===== config.mk =====
export PLATFORM = sky130hd
export DESIGN_NAME = run_ctrl
export DESIGN_NICKNAME = d
export VERILOG_FILES = /design/src/rtl/run_ctrl_pkg.sv /design/src/rtl/trig_sync.sv /design/src/rtl/run_ctrl.sv
export SDC_FILE = /design/constraint.sdc
export NUM_CORES = 1
export LEC_CHECK = 0
export ABC_CLOCK_PERIOD_IN_PS = 2720
export CAP_MARGIN = 10
export CORE_ASPECT_RATIO = 1.25
export CORE_MARGIN = 8
export CORE_UTILIZATION = 33
export DETAILED_ROUTE_END_ITERATION = 8
export GPL_TIMING_DRIVEN = 0
export PLACE_DENSITY = 0.71
export SYNTH_ARGS = -nofsm -noshare
export SYNTH_HDL_FRONTEND = slang
export SYNTH_HIERARCHICAL = 1
export SYNTH_SLANG_ARGS = --single-unit
export TNS_END_PERCENT = 5

===== constraint.sdc =====
create_clock -name clk -period 2.72 [get_ports clk]
set_clock_uncertainty 0.15 [all_clocks]
set_input_delay 0.408 -clock clk [delete_from_list [all_inputs] [get_ports clk]]
set_output_delay 0.408 -clock clk [all_outputs]
set_load 0.02 [all_outputs]

===== src/rtl/run_ctrl_pkg.sv =====
// run_ctrl shared types: FSM states, halt causes
// and the ebreak encoding.
package run_ctrl_pkg;

  typedef enum logic [1:0] {
    ST_IDLE = 2'd0,
    ST_RUN  = 2'd1,
    ST_STEP = 2'd2,
    ST_HALT = 2'd3
  } run_state_t;

  typedef enum logic [2:0] {
    HC_NONE   = 3'd0,
    HC_REQ    = 3'd1,
    HC_BP     = 3'd2,
    HC_EBREAK = 3'd3,
    HC_STEP   = 3'd4
  } halt_cause_t;

  localparam logic [31:0] EBREAK_INSTR = 32'h0010_0073;

endpackage


===== src/rtl/trig_sync.sv =====
// Two-flop synchroniser for the board trigger
// with a rising-edge detect on the synced level.
module trig_sync (
  input  logic clk,
  input  logic rst,
  input  logic trig_i,
  output logic rise_o
);

  logic s1_q, s2_q, prev_q;

  always_ff @(posedge clk or posedge rst) begin
    if (rst) begin
      s1_q   <= 1'b0;
      s2_q   <= 1'b0;
      prev_q <= 1'b0;
    end else begin
      s1_q   <= trig_i;
      s2_q   <= s1_q;
      prev_q <= s2_q;
    end
  end

  assign rise_o = s2_q & ~prev_q;

endmodule


===== src/rtl/run_ctrl.sv =====
// Run/step/halt sequencer for the RV32I core:
// commit enable, halt cause, cycle/instret counters.
module run_ctrl
  import run_ctrl_pkg::*;
#(
  parameter int DATA_WIDTH = 32,
  parameter int CNT_WIDTH  = 32
) (
  input  logic                  clk,
  input  logic                  rst,
  input  logic                  trigger_i,
  input  logic                  step_i,
  input  logic                  halt_i,
  input  logic                  bp_en_i,
  input  logic [DATA_WIDTH-1:0] bp_addr_i,
  input  logic [DATA_WIDTH-1:0] pc_i,
  input  logic [DATA_WIDTH-1:0] instr_i,
  output logic                  cpu_en_o,
  output logic [1:0]            state_o,
  output logic                  halted_o,
  output logic [2:0]            halt_cause_o,
  output logic [CNT_WIDTH-1:0]  cycle_cnt_o,
  output logic [CNT_WIDTH-1:0]  instret_o
);

  logic trig_rise;

  trig_sync u_trig_sync (
    .clk    (clk),
    .rst    (rst),
    .trig_i (trigger_i),
    .rise_o (trig_rise)
  );

  run_state_t           state_q, state_d;
  halt_cause_t          cause_q, cause_d;
  halt_cause_t          stop_cause;
  logic                 skip_q, skip_d;
  logic [CNT_WIDTH-1:0] cyc_q, cyc_d;
  logic [CNT_WIDTH-1:0] ret_q, ret_d;
  logic                 is_ebreak, bp_hit;
  logic                 stop, active, cpu_en;
  logic                 leave;

  assign is_ebreak =
    instr_i == DATA_WIDTH'(EBREAK_INSTR);
  assign bp_hit = bp_en_i &&
    (pc_i == bp_addr_i) && !skip_q;
  assign stop   = halt_i | bp_hit | is_ebreak;
  assign active = (state_q == ST_RUN) ||
                  (state_q == ST_STEP);
  assign cpu_en = active && !stop;

  always_comb begin
    stop_cause = HC_BP;
    if (is_ebreak)   stop_cause = HC_EBREAK;
    else if (halt_i) stop_cause = HC_REQ;
  end

  always_comb begin
    state_d = state_q;
    cause_d = cause_q;
    skip_d  = skip_q;
    leave   = 1'b0;
    unique case (state_q)
      ST_IDLE: begin
        if (!halt_i) begin
          if (trig_rise) begin
            state_d = ST_RUN;
            leave   = 1'b1;
          end else if (step_i) begin
            state_d = ST_STEP;
            leave   = 1'b1;
          end
        end
      end
      ST_RUN: begin
        if (stop) begin
          state_d = ST_HALT;
          cause_d = stop_cause;
        end
      end
      ST_STEP: begin
        state_d = ST_HALT;
        cause_d = stop ? stop_cause : HC_STEP;
      end
      ST_HALT: begin
        // ebreak is sticky until reset
        if (cause_q != HC_EBREAK && !halt_i) begin
          if (trig_rise) begin
            state_d = ST_RUN;
            leave   = 1'b1;
          end else if (step_i) begin
            state_d = ST_STEP;
            leave   = 1'b1;
          end
          if (leave) cause_d = HC_NONE;
        end
      end
      default: state_d = ST_IDLE;
    endcase
    if (active) skip_d = 1'b0;
    if (leave)  skip_d = 1'b1;
  end

  always_comb begin
    cyc_d = cyc_q;
    ret_d = ret_q;
    if (state_q != ST_IDLE)
      cyc_d = cyc_q + CNT_WIDTH'(1);
    if (cpu_en)
      ret_d = ret_q + CNT_WIDTH'(1);
  end

  always_ff @(posedge clk or posedge rst) begin
    if (rst) begin
      state_q <= ST_IDLE;
      cause_q <= HC_NONE;
      skip_q  <= 1'b0;
      cyc_q   <= '0;
      ret_q   <= '0;
    end else begin
      state_q <= state_d;
      cause_q <= cause_d;
      skip_q  <= skip_d;
      cyc_q   <= cyc_d;
      ret_q   <= ret_d;
    end
  end

  assign cpu_en_o     = cpu_en;
  assign state_o      = state_q;
  assign halted_o     = state_q == ST_HALT;
  assign halt_cause_o = cause_q;
  assign cycle_cnt_o  = cyc_q;
  assign instret_o    = ret_q;

endmodule


==> impl_metrics.json <==
{
  "synthesis.nets": 470,
  "final-max-slew-violation-count": 0,
  "pin_count": 173,
  "total_power_uw": 3820,
  "wl_per_cell_um": 16.1,
  "met3_usage_pct": 5.92,
  "hold_path_class": "input port to async pin",
  "synth-async-reset-ratio_pct": 100,
  "synth-seq-cells": 73,
  "synth_top_cell_area_share_pct": 47.1,
  "crit_required_ns": 2.16,
  "die-width_um": 113,
  "drt_wl_total_um": 11100,
  "hold_slack_ns": 0.180,
  "setup_tns_ns": 0,
  "clock-sinks": 73,
  "viasPerCell": 4.90,
  "syn_inst": 362,
  "min_period_ns": 2.70,
  "ys_seq_area_share_pct": 47.1,
  "arrival_ns": 2.14,
  "grt_max_degree": 71,
  "area_growth_pct": 58.4,
  "cp_max_fo": 2,
  "cts_tree": "yes",
  "synth_area_leaders": "dfrtp_1 (47%), xnor2_1 (13%), xor2_1 (8.4%)",
  "grt_usage_pct": 14.6,
  "grt_use_met2_pct": 26.5,
  "dieArea_sq_um": 15500,
  "start_util_pct": 33.5,
  "gp_congestion": 0.773,
  "avgSynthCellArea_sq_um": 10.7,
  "max_cap_violations": 0,
  "clk_pin_slew_worst_paths_ns": 0.06,
  "die_h_um": 137,
  "clockBufferDepth": 2,
  "grt_overflow": 0,
  "crit_type": "input port to primary output",
  "cp-end-kind": "primary output",
  "post-route-util_pct": 53.1,
  "drive_gt1_share_pct": 8.15,
  "dpl.hpwl_um": 8930,
  "synth.distinct_cells": 41,
  "synth-edff-count": 0,
  "grt_pass1_vias": 3649,
  "status": "complete, no violations",
  "synthTopCellsByCount": "dfrtp_1 (73), xnor2_1 (57), xor2_1 (37)",
  "cts_max_level": 3,
  "core_area_sq_um": 11600,
  "io_buffers": 172,
  "setup-violations-final": 0,
  "antenna_left": 0,
  "use_met1_pct": 15.2,
  "power.leakage_uw": 0.00264,
  "drc": 0,
  "synth_area_sq_um": 3880,
  "irDropWorstVdd_mv": 0.589,
  "relSlewSlack_pct": 42.0,
  "grt_pass1_wl_um": 18200,
  "clockRootBuffer": "clkbuf_16",
  "fin_crit_sh_pct": 99.1,
  "synth.most_common_cell": "dfrtp_1",
  "synthFlopType": "dfrtp_1",
  "fmax_mhz": 371,
  "yosysTopAreaCell": "dfrtp_1",
  "holdBufCountCts": 0,
  "yosysWarnings": 6,
  "busiest_layer": "met2",
  "powerDensity_nw_per_um2": 623,
  "clock_latency_ns": 0.33,
  "firstDrtPassIters": 4,
  "startpoint_type": "input port",
  "antennaDiodeCount": 0,
  "num_vias": 3382,
  "hold_viol_final": 0,
  "first_iter_violations": 123,
  "grt_antenna_before_repair": 0,
  "nets": 655,
  "tightest_slew_ns": 0.870,
  "numCtsBuffers": 9,
  "rows": 44
}
path summary, 6_finish.rpt:
path,start,endpoint,slack (ns),cells after the start
setup / recovery,bp_addr_i[5],cpu_en_o,0.02,9
hold / removal,rst,u_trig_sync/s2_q,0.18,2
setup reg to reg,state_o[0],cycle_cnt_o[31],0.22,9
hold reg to reg,u_trig_sync/s1_q,u_trig_sync/s2_q,0.21,0
max in group asynchronous,rst,instret_o[22],1.36,2
min in group clk,u_trig_sync/s1_q,u_trig_sync/s2_q,0.21,0
layer usage:
metal / wire [um] / part of all wire (%)
met2: 5700 / 51
met4: 155 / 1.4
met5: 0 / 0
met1: 4330 / 39
met3: 952 / 8.6
sequential cells by signal, summed over array words and instances, names as in the netlist:
signal / count
state_o: 2
u_trig_sync/s1_q: 1
u_trig_sync/s2_q: 1
skip_q: 1
cycle_cnt_o: 32
instret_o: 32
u_trig_sync/prev_q: 1
halt_cause_o: 3
per-stage QoR:
step | instance area [sq um] | setup WS, ns | std cells
2_1_floorplan | 3880 | 0.371 | 362
6_report | 6140 | 0.0249 | 690
4_1_cts | 6100 | 0.0146 | 690
3_5_place_dp | 5770 | -0.560 | 672
3_3_place_gp | 5770 | -0.891 | 672
5_1_grt | 6140 | -0.0519 | 690
kinds of logic after synthesis:
logic type / synth area share (%)
compound gates: 1.71
xor+xnor: 21.2
fa+ha+maj: 1.94
buf+inv: 2.23
flops: 47.1
mux: 2.13
simple gates: 23.7
final cells by class:
cell class              count  area [sq um]
inverters                  11          43.8
multi-input cells         270          2000
repair buffers            174          1760
fillers                  1040          5420
clock buffers              11           233
well taps                 138           173
flip-flops and latches     73          1830
plain buffers               8          45.0
clock inverters             5          56.3
worst max-delay path, stage by stage:
cell,delay (ns)
clkdlybuf4s50_1,0.41
xor2_1,0.17
nor4_2,0.33
nand4_1,0.14
o31a_1,0.30
buf_6,0.13
nand2_4,0.06
inv_1,0.04
buf_4,0.14
repair_timing:
action,4_1_cts,5_1_grt
buffers inserted,2,0
resized for setup,9,13
endpoints found under the setup margin,1,1
pin swaps,7,10
power breakdown:
group | switching [uW] | internal (uW)
clock network | 445 | 709
logic | 627 | 654
registers | 166 | 1220
total | 1240 | 2590
layout by cell type, fill, tap and decap left out, types with 3 or more instances in the layout:
| master | netlist | layout |
|---|---|---|
| nand2_1 | 23 | 22 |
| dlymetal6s2s_1 | 0 | 10 |
| clkdlybuf4s50_1 | 0 | 161 |
| nor4_1 | 10 | 6 |
| clkbuf_1 | 2 | 4 |
| and3_1 | 18 | 18 |
| nor2_1 | 21 | 21 |
| nor4_2 | 2 | 6 |
| nand3_1 | 36 | 36 |
| mux2i_1 | 3 | 3 |
| ha_1 | 6 | 6 |
| dfrtp_1 | 73 | 73 |
| inv_1 | 11 | 10 |
| a21oi_1 | 3 | 3 |
| xnor2_1 | 57 | 57 |
| buf_4 | 1 | 4 |
| buf_2 | 3 | 3 |
| nand4_1 | 17 | 17 |
| clkbuf_16 | 0 | 9 |
| xor2_1 | 37 | 36 |
| and4_1 | 6 | 6 |
Power figures use the tool's default switching activity.
